[src/rtl/opll_bus_pkg.sv]
// Shared types and constants for the OPLL register-write front end.
package opll_bus_pkg;

  // Default chip wait times, in OPLL master-clock (cen) ticks.
  localparam int OPLL_ADDR_WAIT = 12;
  localparam int OPLL_DATA_WAIT = 84;

  // Bus-replay sequencer states.
  typedef enum logic [2:0] {
    ST_IDLE      = 3'd0,
    ST_ADDR_STB  = 3'd1,
    ST_ADDR_WAIT = 3'd2,
    ST_DATA_STB  = 3'd3,
    ST_DATA_WAIT = 3'd4
  } opll_state_e;

  // One queued register write.
  typedef struct packed {
    logic [7:0] reg_addr;
    logic [7:0] data;
  } opll_word_t;

  // True in the states that drive cs_n/wr_n low.
  function automatic logic is_strobe(input opll_state_e s);
    return (s == ST_ADDR_STB) || (s == ST_DATA_STB);
  endfunction

endpackage

[src/rtl/opll_reg_write_queue_if.sv]
// Write-request handshake between a bus master and the OPLL write queue.
interface opll_reg_write_queue_if;
  logic       in_valid;
  logic       in_ready;
  logic [7:0] in_reg;
  logic [7:0] in_data;

  modport master (output in_valid, output in_reg, output in_data, input in_ready);
  modport slave  (input in_valid, input in_reg, input in_data, output in_ready);
endinterface

[src/rtl/opll_wr_fifo.sv]
// DEPTH x 16 synchronous FIFO with first-word fall-through head, flush and
// registered occupancy / ready flags.
module opll_wr_fifo
  import opll_bus_pkg::*;
#(
  parameter int DEPTH = 8,
  localparam int PTR_W = $clog2(DEPTH),
  localparam int LVL_W = PTR_W + 1
) (
  input  logic             clk,
  input  logic             rst,
  input  logic             i_push,
  input  logic             i_pop,
  input  logic             i_flush,
  input  opll_word_t       i_word,
  output opll_word_t       o_head,
  output logic             o_ready,
  output logic [LVL_W-1:0] o_level
);

  opll_word_t       r_mem [DEPTH];
  logic [PTR_W-1:0] r_wr_ptr;
  logic [PTR_W-1:0] r_rd_ptr;
  logic [LVL_W-1:0] r_count;
  logic             r_ready;
  logic [LVL_W-1:0] w_count_nxt;
  logic             w_push;
  logic             w_pop;

  // Flush wins over both push and pop; a full FIFO silently ignores pushes.
  assign w_push = i_push & r_ready & ~i_flush;
  assign w_pop  = i_pop & (r_count != '0) & ~i_flush;

  // Next occupancy; push and pop together leave it unchanged.
  always_comb begin
    w_count_nxt = r_count;
    if (i_flush) begin
      w_count_nxt = '0;
    end else if (w_push && !w_pop) begin
      w_count_nxt = r_count + 1'b1;
    end else if (w_pop && !w_push) begin
      w_count_nxt = r_count - 1'b1;
    end else begin
      w_count_nxt = r_count;
    end
  end

  // Pointers, occupancy and the registered ready flag.
  always_ff @(posedge clk or posedge rst) begin
    if (rst) begin
      r_wr_ptr <= '0;
      r_rd_ptr <= '0;
      r_count  <= '0;
      r_ready  <= 1'b1;
    end else begin
      if (i_flush) begin
        r_wr_ptr <= '0;
        r_rd_ptr <= '0;
      end else begin
        if (w_push) r_wr_ptr <= r_wr_ptr + 1'b1;
        if (w_pop)  r_rd_ptr <= r_rd_ptr + 1'b1;
      end
      r_count <= w_count_nxt;
      r_ready <= (w_count_nxt != LVL_W'(DEPTH));
    end
  end

  // Storage array; contents are don't-care until written.
  always_ff @(posedge clk) begin
    if (w_push) r_mem[r_wr_ptr] <= i_word;
  end

  assign o_head  = r_mem[r_rd_ptr];
  assign o_ready = r_ready;
  assign o_level = r_count;

endmodule

[src/rtl/opll_reg_write_queue.sv]
// Buffered OPLL CPU-bus front end: queues register writes and replays each
// one as an address strobe then a data strobe with the chip wait times.
// Bus outputs are a registered decode of the sequencer state, so they trail
// the state by one clock (pop edge, then strobe visible on the next edge).
module opll_reg_write_queue
  import opll_bus_pkg::*;
#(
  parameter int DEPTH      = 8,
  parameter int ADDR_WAIT  = OPLL_ADDR_WAIT,
  parameter int DATA_WAIT  = OPLL_DATA_WAIT,
  parameter int STROBE_LEN = 1,
  parameter int CNT_W      = 7
) (
  input  logic                   clk,
  input  logic                   rst,
  input  logic                   cen,
  opll_reg_write_queue_if.slave  wr_if,
  input  logic                   flush,
  output logic                   opll_cs_n,
  output logic                   opll_wr_n,
  output logic                   opll_a0,
  output logic [7:0]             opll_d,
  output logic [$clog2(DEPTH):0] level,
  output logic                   busy
);

  opll_state_e           r_state;
  logic [CNT_W-1:0]      r_cnt;
  opll_word_t            r_hold;
  logic                  r_cs_n;
  logic                  r_wr_n;
  logic                  r_a0;
  logic [7:0]            r_d;
  logic                  r_busy;
  opll_word_t            w_in_word;
  opll_word_t            w_head;
  logic                  w_pop;
  logic                  w_in_ready;
  logic [$clog2(DEPTH):0] w_level;

  assign w_in_word = {wr_if.in_reg, wr_if.in_data};

  // The sequencer takes a new entry only on a cen tick while idle, and never
  // while a flush is discarding the queue.
  assign w_pop = cen & (r_state == ST_IDLE) & (w_level != '0) & ~flush;

  opll_wr_fifo #(
    .DEPTH (DEPTH)
  ) u_fifo (
    .clk     (clk),
    .rst     (rst),
    .i_push  (wr_if.in_valid),
    .i_pop   (w_pop),
    .i_flush (flush),
    .i_word  (w_in_word),
    .o_head  (w_head),
    .o_ready (w_in_ready),
    .o_level (w_level)
  );

  // Sequencer: state/counter advance on cen ticks; bus outputs decode the current state every clock.
  always_ff @(posedge clk or posedge rst) begin
    if (rst) begin
      r_state <= ST_IDLE;
      r_cnt   <= '0;
      r_hold  <= '0;
      r_cs_n  <= 1'b1;
      r_wr_n  <= 1'b1;
      r_a0    <= 1'b0;
      r_d     <= 8'h00;
      r_busy  <= 1'b0;
    end else begin
      r_cs_n <= ~is_strobe(r_state);
      r_wr_n <= ~is_strobe(r_state);
      r_busy <= (r_state != ST_IDLE) || (w_level != '0);
      // a0/d only change on a strobe so the data value lingers until the next address phase
      if (r_state == ST_ADDR_STB) begin
        r_a0 <= 1'b0;
        r_d  <= r_hold.reg_addr;
      end else if (r_state == ST_DATA_STB) begin
        r_a0 <= 1'b1;
        r_d  <= r_hold.data;
      end

      if (cen) begin
        case (r_state)
          ST_IDLE: begin
            if (w_pop) begin
              r_hold  <= w_head;
              r_cnt   <= CNT_W'(STROBE_LEN);
              r_state <= ST_ADDR_STB;
            end
          end
          ST_ADDR_STB: begin
            if (r_cnt == CNT_W'(1)) begin
              r_cnt   <= CNT_W'(ADDR_WAIT);
              r_state <= ST_ADDR_WAIT;
            end else begin
              r_cnt <= r_cnt - 1'b1;
            end
          end
          ST_ADDR_WAIT: begin
            if (r_cnt == CNT_W'(1)) begin
              r_cnt   <= CNT_W'(STROBE_LEN);
              r_state <= ST_DATA_STB;
            end else begin
              r_cnt <= r_cnt - 1'b1;
            end
          end
          ST_DATA_STB: begin
            if (r_cnt == CNT_W'(1)) begin
              r_cnt   <= CNT_W'(DATA_WAIT);
              r_state <= ST_DATA_WAIT;
            end else begin
              r_cnt <= r_cnt - 1'b1;
            end
          end
          ST_DATA_WAIT: begin
            if (r_cnt == CNT_W'(1)) begin
              r_cnt   <= '0;
              r_state <= ST_IDLE;
            end else begin
              r_cnt <= r_cnt - 1'b1;
            end
          end
          default: begin
            r_cnt   <= '0;
            r_state <= ST_IDLE;
          end
        endcase
      end
    end
  end

  assign wr_if.in_ready = w_in_ready;
  assign opll_cs_n      = r_cs_n;
  assign opll_wr_n      = r_wr_n;
  assign opll_a0        = r_a0;
  assign opll_d         = r_d;
  assign level          = w_level;
  assign busy           = r_busy;

endmodule

[src/flat_wrapper.sv]
// flat-port wrapper written by rule: the top's interface ports become plain ports
module opll_reg_write_queue_flat import opll_bus_pkg::*;
#(
  parameter int DEPTH      = 8,
  parameter int ADDR_WAIT  = OPLL_ADDR_WAIT,
  parameter int DATA_WAIT  = OPLL_DATA_WAIT,
  parameter int STROBE_LEN = 1,
  parameter int CNT_W      = 7
)
  (clk, rst, cen, flush, opll_cs_n, opll_wr_n, opll_a0, opll_d, level, busy, wr_if_in_valid, wr_if_in_reg, wr_if_in_data, wr_if_in_ready);
  opll_reg_write_queue_if wr_if_i ();
  input  logic clk;
  input  logic rst;
  input  logic cen;
  input  logic flush;
  output logic opll_cs_n;
  output logic opll_wr_n;
  output logic opll_a0;
  output logic [7:0] opll_d;
  output logic [$clog2(DEPTH):0] level;
  output logic busy;
  input wire logic [$bits(wr_if_i.in_valid)-1:0] wr_if_in_valid;
  input wire logic [$bits(wr_if_i.in_reg)-1:0] wr_if_in_reg;
  input wire logic [$bits(wr_if_i.in_data)-1:0] wr_if_in_data;
  output wire logic [$bits(wr_if_i.in_ready)-1:0] wr_if_in_ready;
  assign wr_if_i.in_valid = wr_if_in_valid;
  assign wr_if_i.in_reg = wr_if_in_reg;
  assign wr_if_i.in_data = wr_if_in_data;
  assign wr_if_in_ready = wr_if_i.in_ready;
  opll_reg_write_queue #(.DEPTH(DEPTH), .ADDR_WAIT(ADDR_WAIT), .DATA_WAIT(DATA_WAIT), .STROBE_LEN(STROBE_LEN), .CNT_W(CNT_W)) u_core (.clk(clk), .rst(rst), .cen(cen), .wr_if(wr_if_i), .flush(flush), .opll_cs_n(opll_cs_n), .opll_wr_n(opll_wr_n), .opll_a0(opll_a0), .opll_d(opll_d), .level(level), .busy(busy));
endmodule
[config.mk]
export PLATFORM = sky130hd
export DESIGN_NAME = opll_reg_write_queue_flat
export DESIGN_NICKNAME = d
export VERILOG_FILES = /design/src/rtl/opll_bus_pkg.sv /design/src/rtl/opll_reg_write_queue_if.sv /design/src/rtl/opll_wr_fifo.sv /design/src/rtl/opll_reg_write_queue.sv /design/src/flat_wrapper.sv
export SDC_FILE = /design/constraint.sdc
export NUM_CORES = 1
export LEC_CHECK = 0
export ABC_AREA = 0
export CAP_MARGIN = 30
export CORE_MARGIN = 2
export CORE_UTILIZATION = 54
export DETAILED_ROUTE_END_ITERATION = 10
export GPL_TIMING_DRIVEN = 0
export PLACE_DENSITY = 0.85
export SLEW_MARGIN = 10
export SYNTH_ARGS = -nofsm -noshare
export SYNTH_HDL_FRONTEND = slang
export SYNTH_SLANG_ARGS = --single-unit
[constraint.sdc]
create_clock -name clk -period 2.5 [get_ports clk]
set_input_delay 0.75 -clock clk [delete_from_list [all_inputs] [get_ports clk]]
set_output_delay 0.75 -clock clk [all_outputs]
set_load 0.005 [all_outputs]
==> results.yml <==
outcome:
  status: "finished, final reports clean"
synthesis:
  synth_top_area_share_pct: 53.2
  synthTopCellsByArea: "edfxtp_1, dfrtp_1, mux4_2"
  ys_seq_area_share_pct: 69.9
  avgSynthCellArea_um2: 16.1
  syn_nets: 475
  synthAdderAreaFrac_pct: 1.04
  synth_edf_count: 128
  yosys_warnings: 0
  synth_top_family_by_area: "multiplexers"
  synth_mux_area_share_pct: 13.7
  synth_compound_area_share_pct: 5.08
  synthSimpleGateAreaFrac_pct: 7.24
  synth_area_leader_cell: "edfxtp_1"
  syn_area_um2: 7220
  synth_cell_type_count: 49
  ys_ff_latch: 176
  synth_xor_area_share_pct: 0.970
  synth_top_flop_cell: "edfxtp_1"
  postSynthCellCount: 448
  async_flop_share_pct: 27.3
power_and_ir_drop:
  swShare_pct: 23.2
  power_mw: 7.10
  p_leak_nw: 3.02
  p_seq_share_pct: 49.6
  p_per_area_nw_per_um2: 821
  ir_worst_vdd_mv: 0.497
  power.internal_mw: 5.45
  p_clk_share_pct: 38.6
  p_comb_share_pct: 11.7
  p_switching_mw: 1.65
clock_network:
  htreeDepth: 4
  cts_buffer_depth: 2
  clkSinkCount: 176
  numCtsBuffers: 17
  path_clk_slew_ns: 0.07
  insertion_delay_ns: 0.43
  cts-root-buf: "clkbuf_16"
  cts_hold_buf: 0
  cts_tree: "built"
sta:
  worstMarginPinSlew_ns: 0.790
  fin_crit_sh_pct: 96.5
  rsz0062_at_grt: "yes"
  hold_viol: 0
  skew_ns: 0.0122
  finalSetupViolations: 0
  fmax_ghz: 0.415
  hold_ws_ns: 0.494
  min_period_ns: 2.41
  drv_slew: 0
  relSlewSlack_pct: 47.3
  fin_ws_ns: 0.0882
  totalNegativeSetupSlack_ns: 0
grt:
  antenna_found_initial: 0
  grt_max_degree: 35
  track_usage_pct: 22.4
  grt_pass1_vias: 4223
  grt_pass1_wl_um: 23400
  overflow: 0
floorplanning:
  die-area_um2: 14300
  pin_count: 38
  initial_core_util_pct: 55.0
  rows: 42
  die_y_um: 120
  fp.dieW_um: 120
  core_area_um2: 13100
route:
  via_per_inst: 5.93
  drt_iter0_drc: 455
  vias: 4162
  final_antenna_net_count: 0
  routed_wl_um: 14800
  drc: 0
  dr.pass1.iters: 5
  wl_per_cell_um: 21.1
layout:
  syn2layout_area_growth_pct: 19.7
  n_fill_cell: 897
  fin_util_pct: 65.8
  fin_nets: 541
  drive_above_1_share_pct: 20.5
  diodes: 0
  multi_input_area_um2: 2110
  regArea_um2: 5050
  final_common_cell: "edfxtp_1"
  layout_common_cells: "edfxtp_1, dfrtp_1, nor2_1, clkdlybuf4s50_1, mux4_2"
place:
  io_buffers: 37
  gp_congestion: 0.790
  dpl_worst_slack_ns: -0.542
  dp_hpwl_um: 9630
worst_setup_path:
  crit_fanout: 8
  start_kind: "primary input"
  critPathLaunch: "flush"
  worstPathRequired_ns: 2.83
  end_kind: "register"
  crit_arrival_ns: 2.74
  critPathKind: "in2reg"
  reg2reg_from: "u_core.u_fifo.o_level[0]"
worst_hold_path:
  min_from: "u_core.opll_d[5]"
  hold_class: "reg2reg"
job:
  maxCapViolations: 0
## kinds of logic after synthesis
group,Yosys count
buffers and inverters,34
muxes,59
adders and majority gates,6
AOI/OAI and AO/OA,58
and+or+nand+nor,107
xor gates and xnor gates,8
DFF,176
## Yosys cell counts (2+ instances only)
master,instances
a31oi_1,2
o21ai_0,11
and2_1,3
a21oi_1,24
o31ai_1,3
nor3_1,4
a2111oi_0,3
nor2_1,44
inv_1,9
a21o_1,2
nand2_1,29
mux2i_1,26
nand3_1,4
edfxtp_1,128
nand2b_1,7
or4_1,2
a211oi_1,2
dfstp_2,2
buf_2,11
mux4_2,32
ha_1,6
or3_1,3
dfrtp_1,46
buf_4,2
o22a_1,2
clkbuf_1,12
xnor2_1,5
xor2_1,3
## state kept, by name, indices dropped and copies added (netlist names), 3 cells and up
register                flops
u_core.r_state              3
u_core.opll_d               8
u_core.u_fifo.r_mem       128
u_core.u_fifo.r_rd_ptr      3
u_core.u_fifo.o_level       4
u_core.r_cnt                7
u_core.r_hold              16
u_core.u_fifo.r_wr_ptr      3
## worst max-delay path, cell delays in order
cell and delay (ns):
clkdlybuf4s50_1 0.61, nand2b_2 0.22, nor3_4 0.08, or4_1 0.54, a222oi_1 0.37, nand4bb_1 0.16
## what timing repair did
| action | in CTS | in global routing |
|---|---|---|
| pin swaps | 0 | 3 |
| resized for setup | 4 | 6 |
| endpoints found under the hold margin | 0 | 0 |
| setup buffers | 0 | 2 |
| setup endpoints to repair | 42 | 45 |
## power groups by stage
stage               clock network [mW]  registers, mW  logic [mW]
finish                            2.74           3.52       0.831
global route                      2.89           3.55       0.922
CTS                               2.76           3.52       0.825
detailed placement                   0           3.58       0.811
global placement                     0           3.56       0.752
floorplan                            0           3.54       0.434
## area by class of cell
type | instances | area share (%)
clock buffers | 17 | 4.92
inverters | 9 | 0.391
multi-input cells | 238 | 24.4
repair buffers | 48 | 5.91
plain buffers | 24 | 1.30
flip-flops and latches | 176 | 58.4
clock inverters | 14 | 2.16
well taps | 176 | 2.55
## metrics by stage
| step | std cells | instance area, um2 |
|---|---|---|
| 2_1_floorplan | 448 | 7230 |
| 3_3_place_gp | 661 | 7820 |
| 3_5_place_dp | 670 | 7980 |
| 4_1_cts | 700 | 8600 |
| 5_1_grt | 702 | 8640 |
| 6_report | 702 | 8640 |
## final timing paths
path	slack (ns)	endpoint	cells after the start
worst min register to register	0.49	u_core.opll_d[5]	2
max in group asynchronous	1.32	u_core.opll_wr_n	3
min in group asynchronous	0.62	u_core.r_cnt[4]	2
worst min-delay path	0.49	u_core.opll_d[5]	2
worst max-delay path	0.09	u_core.u_fifo.o_ready	6
worst max register to register	0.11	u_core.u_fifo.o_ready	7
## routing by layer
metal | vias to the layer above | share of wire, % | track usage (%)
li1 | 1846 | - | -
met1 | 2167 | 41 | 28.8
met2 | 130 | 54 | 38.2
met3 | 19 | 3.9 | 3.99
met4 | 0 | 1.5 | 8.90
met5 | - | 0 | 0
Note: power is estimated with default switching activity, not from simulation.
